[src/rtl/pong_pkg.sv]
// Shared playfield geometry, FSM encoding and small arithmetic helpers for the
// pong game controller and the VGA renderer.
package pong_pkg;

  localparam int SCREEN_W  = 640;
  localparam int SCREEN_H  = 480;
  localparam int BALL_W    = 8;
  localparam int PADDLE_W  = 8;
  localparam int PADDLE_H  = 80;
  localparam int PADDLE1_X = 16;
  localparam int PADDLE2_X = 608;

  // Signed 12-bit forms used by the position datapath; wide enough to never wrap.
  localparam logic signed [11:0] BALL_W_S     = 12'sd8;
  localparam logic signed [11:0] PADDLE_H_S   = 12'sd80;
  localparam logic signed [11:0] PADDLE1_X_S  = 12'sd16;
  localparam logic signed [11:0] PADDLE2_X_S  = 12'sd608;
  localparam logic signed [11:0] P1_HIT_X     = 12'sd24;
  localparam logic signed [11:0] P2_HIT_X     = 12'sd600;
  localparam logic signed [11:0] P1_REACH_X   = 12'sd24;
  localparam logic signed [11:0] P2_REACH_X   = 12'sd616;
  localparam logic signed [11:0] BALL_X_MAX   = 12'sd632;
  localparam logic signed [11:0] BALL_Y_MAX   = 12'sd472;
  localparam logic signed [11:0] PADDLE_Y_MAX = 12'sd400;
  localparam logic signed [11:0] BALL_X0      = 12'sd316;
  localparam logic signed [11:0] BALL_Y0      = 12'sd236;
  localparam logic signed [11:0] PADDLE_Y0    = 12'sd200;

  localparam logic [2:0] ST_IDLE   = 3'd0;
  localparam logic [2:0] ST_SERVE  = 3'd1;
  localparam logic [2:0] ST_PLAY   = 3'd2;
  localparam logic [2:0] ST_POINT  = 3'd3;
  localparam logic [2:0] ST_FINISH = 3'd4;

  typedef struct packed {
    logic signed [11:0] x;
    logic signed [11:0] y;
    logic               dx_pos;
    logic               dy_pos;
    logic               goal_p1;
    logic               goal_p2;
  } ball_step_t;

  function automatic logic signed [11:0] paddle_next(input logic signed [11:0] y,
                                                     input logic up, input logic dn,
                                                     input logic signed [11:0] spd);
    logic signed [11:0] t;
    if (up && !dn) begin
      t = y - spd;
      t = (t < 12'sd0) ? 12'sd0 : t;
    end else if (dn && !up) begin
      t = y + spd;
      t = (t > PADDLE_Y_MAX) ? PADDLE_Y_MAX : t;
    end else begin
      t = y;
    end
    return t;
  endfunction

  function automatic logic [3:0] score_inc(input logic [3:0] s, input logic [3:0] lim);
    return (s >= lim) ? lim : s + 4'd1;
  endfunction

endpackage

[src/rtl/pong_game_ctrl_if.sv]
// Player/renderer-facing signal bundle of the pong game controller.
interface pong_game_ctrl_if;
  logic               i_frame_tick;
  logic               i_start;
  logic               i_p1_up;
  logic               i_p1_down;
  logic               i_p2_up;
  logic               i_p2_down;
  logic signed [10:0] o_ball_x;
  logic signed [10:0] o_ball_y;
  logic signed [10:0] o_paddle1_y;
  logic signed [10:0] o_paddle2_y;
  logic               o_finish;
  logic [3:0]         o_score1;
  logic [3:0]         o_score2;

  modport master (
    output i_frame_tick, i_start, i_p1_up, i_p1_down, i_p2_up, i_p2_down,
    input  o_ball_x, o_ball_y, o_paddle1_y, o_paddle2_y, o_finish, o_score1, o_score2
  );

  modport slave (
    input  i_frame_tick, i_start, i_p1_up, i_p1_down, i_p2_up, i_p2_down,
    output o_ball_x, o_ball_y, o_paddle1_y, o_paddle2_y, o_finish, o_score1, o_score2
  );
endinterface

[src/rtl/pong_ball_step.sv]
// One-frame ball advance: walls, paddle bounces and goal detection.
module pong_ball_step
  import pong_pkg::*;
#(
  parameter int BALL_SPEED = 2
) (
  input  logic signed [11:0] x_i,
  input  logic signed [11:0] y_i,
  input  logic               dx_pos_i,
  input  logic               dy_pos_i,
  input  logic signed [11:0] pad1_i,
  input  logic signed [11:0] pad2_i,
  output ball_step_t         step_o
);

  localparam logic signed [11:0] SPD = 12'(BALL_SPEED);

  logic signed [11:0] nx_s;
  logic signed [11:0] ny_s;
  logic               ov1_s;
  logic               ov2_s;

  // Overlap uses the ball row and paddle rows from before this frame.
  always_comb begin
    nx_s   = dx_pos_i ? (x_i + SPD) : (x_i - SPD);
    ny_s   = dy_pos_i ? (y_i + SPD) : (y_i - SPD);
    ov1_s  = (y_i + BALL_W_S > pad1_i) && (y_i < pad1_i + PADDLE_H_S);
    ov2_s  = (y_i + BALL_W_S > pad2_i) && (y_i < pad2_i + PADDLE_H_S);
    step_o = '{x: nx_s, y: ny_s, dx_pos: dx_pos_i, dy_pos: dy_pos_i,
               goal_p1: 1'b0, goal_p2: 1'b0};
    // A goal leaves the raw candidate position in place, with no wall correction.
    if (nx_s < 12'sd0) begin
      step_o.goal_p2 = 1'b1;
    end else if (nx_s > BALL_X_MAX) begin
      step_o.goal_p1 = 1'b1;
    end else begin
      if (ny_s <= 12'sd0) begin
        step_o.y      = 12'sd0;
        step_o.dy_pos = 1'b1;
      end else if (ny_s >= BALL_Y_MAX) begin
        step_o.y      = BALL_Y_MAX;
        step_o.dy_pos = 1'b0;
      end else begin
        step_o.y = ny_s;
      end
      if (!dx_pos_i && (nx_s + BALL_W_S >= PADDLE1_X_S) && (nx_s <= P1_REACH_X) && ov1_s) begin
        step_o.x      = P1_HIT_X;
        step_o.dx_pos = 1'b1;
      end else if (dx_pos_i && (nx_s + BALL_W_S >= PADDLE2_X_S) && (nx_s <= P2_REACH_X) && ov2_s) begin
        step_o.x      = P2_HIT_X;
        step_o.dx_pos = 1'b0;
      end else begin
        step_o.x = nx_s;
      end
    end
  end

endmodule

[src/rtl/pong_game_ctrl.sv]
// Pong match sequencer: frame/start edge detection, paddle motion, scoring and
// the IDLE/SERVE/PLAY/POINT/FINISH flow.
module pong_game_ctrl
  import pong_pkg::*;
#(
  parameter int BALL_SPEED   = 2,
  parameter int PADDLE_SPEED = 4,
  parameter int WIN_SCORE    = 7,
  parameter int SERVE_FRAMES = 60
) (
  input  logic             i_clk,
  input  logic             i_rst_n,
  pong_game_ctrl_if.slave  bus
);

  localparam logic [3:0]         WIN      = 4'(WIN_SCORE);
  localparam logic [7:0]         SERVE_LST = 8'(SERVE_FRAMES - 1);
  localparam logic signed [11:0] PSPD     = 12'(PADDLE_SPEED);

  logic [2:0]         state_q, state_d;
  logic               frame_q, start_q;
  logic signed [11:0] ball_x_q, ball_x_d, ball_y_q, ball_y_d;
  logic signed [11:0] pad1_q, pad1_d, pad2_q, pad2_d;
  logic               dx_q, dx_d, dy_q, dy_d;
  logic [3:0]         score1_q, score1_d, score2_q, score2_d;
  logic               finish_q, finish_d;
  logic [7:0]         cnt_q, cnt_d;
  logic               p1_scored_q, p1_scored_d;
  logic               frame_evt_s, start_evt_s;
  logic [3:0]         new_score_s;
  ball_step_t         step_s;

  assign frame_evt_s = bus.i_frame_tick & ~frame_q;
  assign start_evt_s = bus.i_start & ~start_q;

  pong_ball_step #(.BALL_SPEED(BALL_SPEED)) u_step (
    .x_i      (ball_x_q),
    .y_i      (ball_y_q),
    .dx_pos_i (dx_q),
    .dy_pos_i (dy_q),
    .pad1_i   (pad1_q),
    .pad2_i   (pad2_q),
    .step_o   (step_s)
  );

  // Match FSM and next-state datapath.
  always_comb begin
    state_d     = state_q;
    ball_x_d    = ball_x_q;
    ball_y_d    = ball_y_q;
    pad1_d      = pad1_q;
    pad2_d      = pad2_q;
    dx_d        = dx_q;
    dy_d        = dy_q;
    score1_d    = score1_q;
    score2_d    = score2_q;
    finish_d    = finish_q;
    cnt_d       = cnt_q;
    p1_scored_d = p1_scored_q;
    new_score_s = p1_scored_q ? score_inc(score1_q, WIN) : score_inc(score2_q, WIN);
    case (state_q)
      ST_IDLE: begin
        if (start_evt_s) begin
          state_d  = ST_SERVE;
          ball_x_d = BALL_X0;
          ball_y_d = BALL_Y0;
          cnt_d    = 8'd0;
        end else begin
          state_d = ST_IDLE;
        end
      end
      ST_SERVE: begin
        if (frame_evt_s) begin
          pad1_d = paddle_next(pad1_q, bus.i_p1_up, bus.i_p1_down, PSPD);
          pad2_d = paddle_next(pad2_q, bus.i_p2_up, bus.i_p2_down, PSPD);
          if (cnt_q == SERVE_LST) begin
            state_d = ST_PLAY;
            cnt_d   = 8'd0;
          end else begin
            cnt_d = cnt_q + 8'd1;
          end
        end else begin
          state_d = ST_SERVE;
        end
      end
      ST_PLAY: begin
        if (frame_evt_s) begin
          pad1_d   = paddle_next(pad1_q, bus.i_p1_up, bus.i_p1_down, PSPD);
          pad2_d   = paddle_next(pad2_q, bus.i_p2_up, bus.i_p2_down, PSPD);
          ball_x_d = step_s.x;
          ball_y_d = step_s.y;
          dx_d     = step_s.dx_pos;
          dy_d     = step_s.dy_pos;
          if (step_s.goal_p1 || step_s.goal_p2) begin
            state_d     = ST_POINT;
            p1_scored_d = step_s.goal_p1;
          end else begin
            state_d = ST_PLAY;
          end
        end else begin
          state_d = ST_PLAY;
        end
      end
      ST_POINT: begin
        if (p1_scored_q) begin
          score1_d = new_score_s;
        end else begin
          score2_d = new_score_s;
        end
        if (new_score_s == WIN) begin
          state_d  = ST_FINISH;
          finish_d = 1'b1;
        end else begin
          // Serve toward the player who just conceded.
          state_d  = ST_SERVE;
          ball_x_d = BALL_X0;
          ball_y_d = BALL_Y0;
          dx_d     = p1_scored_q;
          cnt_d    = 8'd0;
        end
      end
      ST_FINISH: begin
        if (start_evt_s) begin
          state_d  = ST_SERVE;
          ball_x_d = BALL_X0;
          ball_y_d = BALL_Y0;
          pad1_d   = PADDLE_Y0;
          pad2_d   = PADDLE_Y0;
          dx_d     = 1'b1;
          dy_d     = 1'b1;
          score1_d = 4'd0;
          score2_d = 4'd0;
          finish_d = 1'b0;
          cnt_d    = 8'd0;
        end else begin
          state_d = ST_FINISH;
        end
      end
      default: begin
        state_d = ST_IDLE;
      end
    endcase
  end

  // State registers; every output is driven straight from one of these.
  always_ff @(posedge i_clk or negedge i_rst_n) begin
    if (!i_rst_n) begin
      state_q     <= ST_IDLE;
      frame_q     <= 1'b0;
      start_q     <= 1'b0;
      ball_x_q    <= BALL_X0;
      ball_y_q    <= BALL_Y0;
      pad1_q      <= PADDLE_Y0;
      pad2_q      <= PADDLE_Y0;
      dx_q        <= 1'b1;
      dy_q        <= 1'b1;
      score1_q    <= 4'd0;
      score2_q    <= 4'd0;
      finish_q    <= 1'b0;
      cnt_q       <= 8'd0;
      p1_scored_q <= 1'b0;
    end else begin
      state_q     <= state_d;
      frame_q     <= bus.i_frame_tick;
      start_q     <= bus.i_start;
      ball_x_q    <= ball_x_d;
      ball_y_q    <= ball_y_d;
      pad1_q      <= pad1_d;
      pad2_q      <= pad2_d;
      dx_q        <= dx_d;
      dy_q        <= dy_d;
      score1_q    <= score1_d;
      score2_q    <= score2_d;
      finish_q    <= finish_d;
      cnt_q       <= cnt_d;
      p1_scored_q <= p1_scored_d;
    end
  end

  assign bus.o_ball_x    = ball_x_q[10:0];
  assign bus.o_ball_y    = ball_y_q[10:0];
  assign bus.o_paddle1_y = pad1_q[10:0];
  assign bus.o_paddle2_y = pad2_q[10:0];
  assign bus.o_finish    = finish_q;
  assign bus.o_score1    = score1_q;
  assign bus.o_score2    = score2_q;

endmodule
[src/flat_wrapper.sv]
// flat-port wrapper written by rule: the top's interface ports become plain ports
module pong_game_ctrl_flat import pong_pkg::*;
#(
  parameter int BALL_SPEED   = 2,
  parameter int PADDLE_SPEED = 4,
  parameter int WIN_SCORE    = 7,
  parameter int SERVE_FRAMES = 60
)
  (i_clk, i_rst_n, bus_i_frame_tick, bus_i_start, bus_i_p1_up, bus_i_p1_down, bus_i_p2_up, bus_i_p2_down, bus_o_ball_x, bus_o_ball_y, bus_o_paddle1_y, bus_o_paddle2_y, bus_o_finish, bus_o_score1, bus_o_score2);
  pong_game_ctrl_if bus_i ();
  input  logic i_clk;
  input  logic i_rst_n;
  input wire logic [$bits(bus_i.i_frame_tick)-1:0] bus_i_frame_tick;
  input wire logic [$bits(bus_i.i_start)-1:0] bus_i_start;
  input wire logic [$bits(bus_i.i_p1_up)-1:0] bus_i_p1_up;
  input wire logic [$bits(bus_i.i_p1_down)-1:0] bus_i_p1_down;
  input wire logic [$bits(bus_i.i_p2_up)-1:0] bus_i_p2_up;
  input wire logic [$bits(bus_i.i_p2_down)-1:0] bus_i_p2_down;
  output wire logic [$bits(bus_i.o_ball_x)-1:0] bus_o_ball_x;
  output wire logic [$bits(bus_i.o_ball_y)-1:0] bus_o_ball_y;
  output wire logic [$bits(bus_i.o_paddle1_y)-1:0] bus_o_paddle1_y;
  output wire logic [$bits(bus_i.o_paddle2_y)-1:0] bus_o_paddle2_y;
  output wire logic [$bits(bus_i.o_finish)-1:0] bus_o_finish;
  output wire logic [$bits(bus_i.o_score1)-1:0] bus_o_score1;
  output wire logic [$bits(bus_i.o_score2)-1:0] bus_o_score2;
  assign bus_i.i_frame_tick = bus_i_frame_tick;
  assign bus_i.i_start = bus_i_start;
  assign bus_i.i_p1_up = bus_i_p1_up;
  assign bus_i.i_p1_down = bus_i_p1_down;
  assign bus_i.i_p2_up = bus_i_p2_up;
  assign bus_i.i_p2_down = bus_i_p2_down;
  assign bus_o_ball_x = bus_i.o_ball_x;
  assign bus_o_ball_y = bus_i.o_ball_y;
  assign bus_o_paddle1_y = bus_i.o_paddle1_y;
  assign bus_o_paddle2_y = bus_i.o_paddle2_y;
  assign bus_o_finish = bus_i.o_finish;
  assign bus_o_score1 = bus_i.o_score1;
  assign bus_o_score2 = bus_i.o_score2;
  pong_game_ctrl #(.BALL_SPEED(BALL_SPEED), .PADDLE_SPEED(PADDLE_SPEED), .WIN_SCORE(WIN_SCORE), .SERVE_FRAMES(SERVE_FRAMES)) u_core (.i_clk(i_clk), .i_rst_n(i_rst_n), .bus(bus_i));
endmodule
[config.mk]
export PLATFORM = sky130hd
export DESIGN_NAME = pong_game_ctrl_flat
export DESIGN_NICKNAME = d
export VERILOG_FILES = /design/src/rtl/pong_pkg.sv /design/src/rtl/pong_game_ctrl_if.sv /design/src/rtl/pong_ball_step.sv /design/src/rtl/pong_game_ctrl.sv /design/src/flat_wrapper.sv
export SDC_FILE = /design/constraint.sdc
export NUM_CORES = 1
export LEC_CHECK = 0
export CORE_ASPECT_RATIO = 2
export CORE_MARGIN = 2
export CORE_UTILIZATION = 61
export CTS_CLUSTER_DIAMETER = 30
export DETAILED_ROUTE_END_ITERATION = 12
export PLACE_DENSITY = 0.83
export SYNTH_ARGS = -nofsm -noshare
export SYNTH_HDL_FRONTEND = slang
export SYNTH_HIERARCHICAL = 1
export SYNTH_SLANG_ARGS = --single-unit
[constraint.sdc]
create_clock -name i_clk -period 4.85 [get_ports i_clk]
set_input_delay 0.485 -clock i_clk [delete_from_list [all_inputs] [get_ports i_clk]]
set_output_delay 0.485 -clock i_clk [all_outputs]
set_load 0.02 [all_outputs]
; ---- Word level (Yosys, flattened, before mapping)
; Index checks and enable logic that the tools add are counted.
[word_totals]
regBits = 73
input_bits = 8
output_inout_bits = 53
word_cells = 175
[classes]
n_addsub = 15
n_lt_le_gt_ge = 18
n_eq_ne = 22
muxes = 65
n_bitwise = 4
n_reduce_logical = 37
[op_table]
columns = operator, count
row1 = $mux 12, 23
row2 = $pmux 12 s3, 2
row3 = $pmux 12 s2, 2
row4 = $lt 12x1->1 const B, 3
row5 = $mux 8, 4
row6 = $mux 27, 1
row7 = $mux 26, 1
row8 = $add 12x3->12 const B, 2
row9 = $add 12x4->12 const B, 2
row10 = $add 12x5->12 const B, 2
row11 = $add 12x8->12 const B, 2
row12 = $gt 12x10->1 const B, 2
row13 = $gt 12x12->1, 2
row14 = $lt 12x12->1, 2
row15 = $mux 4, 6
row16 = $pmux 8 s3, 1
row17 = $sub 12x3->12 const B, 2
row18 = $sub 12x4->12 const B, 2
row19 = $pmux 4 s2, 2
row20 = $reduce_and 4->1, 4
row21 = $mux 1, 15
row22 = $pmux 3 s5, 1
row23 = $ne 2x1->1 const B, 7
row24 = $ge 12x10->1 const B, 1
row25 = 32 further kinds, 70

; ---- Longest topological paths before layout
[logic_depth]
word_depth = 15
ltp_mapped = 17
ltp_nobuf = 17

; ---- Hierarchy
; The synthesis kept the hierarchy.
[by_module_without_submodules]
columns = module, n_inst, cells_each, area_per_inst_um2, seq_area_each_um2
row1 = pong_game_ctrl, 1, 563, 4720.8, 1749.2
row2 = pong_ball_step, 1, 377, 2920.3, 0.0

; ---- Worst setup path before layout
; No wires, ideal clock.
[synth_timing]
path_kind = reg-to-reg
start = register u_core.dx_q
end = register u_core.ball_x_q[5]
setup_ns = 0.082
arrival_ns = 3.518
setup_slack_ns = 1.250
stages_incl_launch_ff = 17
n_path_buf = 0
synth_period_minus_slack_ns = 3.600
path_cell_list = dfstp_2 inv_1 ha_1 a211oi_2 nor2_2 xor2_1 ha_1 nor2_1 a221oi_1 o31ai_1 a311o_1 a211oi_1 and4bb_1 a31oi_4 and2_1 nor3_1 a21oi_1
[synth_lines]
columns = element, line_no
row1 = from (decl), pong_game_ctrl.sv:24  ; logic dx_q, dx_d, dy_q, dy_d;
row2 = from (signal assigned), pong_game_ctrl.sv:155  ; dx_q <= 1'b1;
row3 = from (signal assigned), pong_game_ctrl.sv:170  ; dx_q <= dx_d;
row4 = to (signal assigned), pong_game_ctrl.sv:166  ; ball_x_q <= ball_x_d;
row5 = to (decl), pong_game_ctrl.sv:22  ; logic signed [11:0] ball_x_q, ball_x_d, ball_y_q, ball_y_d;

==> flow_metrics.env <==
export IMPL_nNetsFinal=1023
export IMPL_hold_viol_final=0
export IMPL_cp_start_kind="flop"
export IMPL_worstMarginPinSlew_ps=1130
export IMPL_setup_tns_final_ps=0
export IMPL_drive_gt1_frac=0.0923
export IMPL_syn_cell_area_sq_um=7640
export IMPL_drc=0
export IMPL_wire_per_inst_microns=18.5
export IMPL_async_reset_ff_frac=1.00
export IMPL_final_util=0.678
export IMPL_r2r_end="u_core/ball_x_q[5]"
export IMPL_max_freq_mhz=235
export IMPL_ys_seq_area_frac=0.229
export IMPL_dp_hpwl_mm=15.0
export IMPL_clkSlewWorstSetupHoldPaths_ps=60
export IMPL_holdWs_ps=253
export IMPL_grt_pass1_wl_mm=33.1
export IMPL_antenna_found_initial=0
export IMPL_syn_to_final_growth_pct=8.14
export IMPL_cts_tree="built"
export IMPL_r2r_start="u_core/dx_q"
export IMPL_port_buffers=56
export IMPL_crit_arrival_ps=4480
export IMPL_cts_resized=0
export IMPL_fin_crit_sh=0.876
export IMPL_diodes=0
export IMPL_synthCells=940
export IMPL_p_leak_nw=3.55
export IMPL_detailedRoute_firstPassIterationCount=5
export IMPL_yosysWarnings=6
export IMPL_setup_viol=0
export IMPL_gp_congestion=0.935
export IMPL_nFillCells=1034
export IMPL_relSlewSlack=0.247
export IMPL_report_final_slew_viol_count=0
export IMPL_placementRows=57
export IMPL_dieWidth_microns=83.1
export IMPL_period_minus_slack_ps=4250
export IMPL_avgSynthCellArea_sq_um=8.13
export IMPL_h_tree_depth=3
export IMPL_synth_seq_cells=69
export IMPL_power_density_nw_per_um2=676
export IMPL_worstPathRequired_ps=5080
export IMPL_path_class="reg2reg"
export IMPL_cp_end_kind="flop"
export IMPL_insertion_delay_ps=350
export IMPL_wirelength_mm=20.1
export IMPL_post_cts_setup_buffers=0
export IMPL_vias=7092
export IMPL_hold_path_class="in2async"
export IMPL_grt_max_degree=70
export IMPL_first_global_vias=7095
export IMPL_maxCapViolCount=0
export IMPL_clock_sinks=69
export IMPL_ff2ff_setup_slack_ps=600
export IMPL_start_util=0.627
export IMPL_synth_edf_count=0
export IMPL_ff2ff_path_depth=16
export IMPL_rsz0062_at_grt="false"
export IMPL_cts_root_buf="clkbuf_16"
export IMPL_synth_cell_types=104
export IMPL_clockBufferDepth=2
export IMPL_cts_buffers=9
export IMPL_dieArea_sq_um=13500
export IMPL_peakVddDrop_uv=438
export IMPL_die_h_microns=162
export IMPL_ctsHoldBuffers=0
export IMPL_synthFlopType="dfrtp_1"
export IMPL_status="completed"
export IMPL_viasPerCell=6.51
export IMPL_pin_count=61
export IMPL_grt_overflow_total=0
export IMPL_cp_max_fo=9
export IMPL_final_antenna_net_count=0
export IMPL_grt_total_usage=0.297
export IMPL_skew_ps=6.75
export IMPL_core_sq_um=12200
export IMPL_drt_first_iter_violations=568
-- worst max-delay path, stage by stage (launching register included) --
cell      delay (ps)
dfstp_2          630
inv_1            210
ha_1             380
a211oi_2         320
nor2_2           110
xor2_1           300
ha_1             320
nor2_1            80
a221oi_1         290
o31ai_1          130
a311o_1          340
a211oi_1         190
and4bb_1         290
a31oi_4           80
and2_1           210
nor3_1           200
a21oi_1           60
-- report_power, final --
| group | internal (mW) | switching (mW) | leakage, nW |
|---|---|---|---|
| Clock | 0.457 | 0.279 | 0.161 |
| Sequential | 0.765 | 0.403 | 0.872 |
| Combinational | 1.54 | 2.13 | 2.51 |
-- routing by layer --
layer	wire, microns	vias up	GRT usage
met5	0	-	0
met4	933	0	0.159
met3	717	71	0.0325
met2	11200	254	0.590
met1	7330	3400	0.293
li1	-	3367	-
-- cell families after synthesis --
family	synth area share
other cells	0.000491
mux	0.0162
simple gates	0.238
flops	0.229
xor+xnor	0.0558
buf+inv	0.101
fa+ha+maj	0.128
compound gates	0.232
-- how the worst max path moves through the flow --
stage | startpoint | to | slack (ps)
after floorplan | u_core/dx_q | u_core/ball_x_q[5] | 1250
after global placement | u_core/dx_q | u_core/ball_x_q[5] | 870
after detailed placement | u_core/dx_q | u_core/ball_x_q[5] | 670
after CTS | u_core/dx_q | u_core/ball_x_q[5] | 660
after global routing | u_core/dx_q | u_core/ball_x_q[5] | 280
final | u_core/dx_q | u_core/ball_x_q[5] | 600
-- layout by cell type, fill, tap and decap left out, types with 12 or more instances in the layout --
cell type and count:
nand2_1 82, ha_1 75, inv_1 68, a21oi_1 62, clkdlybuf4s50_1 55, nor2_1 52, o21ai_0 52, dfrtp_1 51
nor3_1 36, xnor2_1 31, nand3_1 27, nor2b_1 19, dfstp_2 18, a21o_1 17, a31oi_1 16, and3_1 16
nand2b_1 15, xor2_1 14, nor4_1 14, nand4_1 13, and2_1 12
-- flip-flops by register name, summed over array words and instances (netlist names) --
name                 flops
u_core/start_q           1
u_core/bus.o_score2      4
u_core/dy_q              1
u_core/frame_q           1
u_core/ball_y_q         12
u_core/bus.o_finish      1
u_core/ball_x_q         12
u_core/state_q           3
u_core/bus.o_score1      4
u_core/p1_scored_q       1
u_core/dx_q              1
u_core/pad1_q           10
u_core/cnt_q             8
u_core/pad2_q           10
-- Yosys cell counts (5+ instances only) --
master / count / share of area
nand2_1: 82 / 0.040
ha_1: 75 / 0.12
inv_1: 68 / 0.033
a21oi_1: 62 / 0.041
nor2_1: 52 / 0.026
o21ai_0: 52 / 0.034
dfrtp_1: 51 / 0.17
buf_4: 45 / 0.044
nor3_1: 36 / 0.024
xnor2_1: 31 / 0.036
nand3_1: 27 / 0.018
nor2b_1: 19 / 0.016
dfstp_2: 18 / 0.062
a21o_1: 17 / 0.017
a31oi_1: 17 / 0.014
and3_1: 16 / 0.013
nand2b_1: 15 / 0.012
buf_2: 14 / 0.0092
clkbuf_1: 14 / 0.0069
nor4_1: 14 / 0.011
xor2_1: 14 / 0.016
nand4_1: 13 / 0.011
and2_1: 12 / 0.0098
mux2_2: 11 / 0.016
a211oi_1: 8 / 0.0079
o211ai_1: 8 / 0.0079
o21ai_1: 8 / 0.0052
a41oi_1: 5 / 0.0057
o21a_1: 5 / 0.0049
o21bai_1: 5 / 0.0049
-- through the flow --
| stage | area (sq um) | total power [mW] | cells | setup WS (ps) |
|---|---|---|---|---|
| 2_1_floorplan | 7670 | 4.01 | 947 | 1250 |
| 3_3_place_gp | 7930 | 4.66 | 1074 | 870 |
| 3_5_place_dp | 7930 | 4.75 | 1074 | 673 |
| 4_1_cts | 8260 | 5.52 | 1090 | 661 |
| 5_1_grt | 8260 | 5.99 | 1090 | 277 |
| 6_report | 8260 | 5.58 | 1090 | 603 |
-- area by class of cell --
cell class | instances | area [sq um] | area share
repair buffers | 59 | 581 | 0.0703
clock buffers | 9 | 225 | 0.0273
well taps | 147 | 184 | 0.0223
multi-input cells | 731 | 5160 | 0.625
inverters | 68 | 255 | 0.0309
clock inverters | 7 | 104 | 0.0126
flip-flops and latches | 69 | 1750 | 0.212
(Power assumes the default switching activity.)
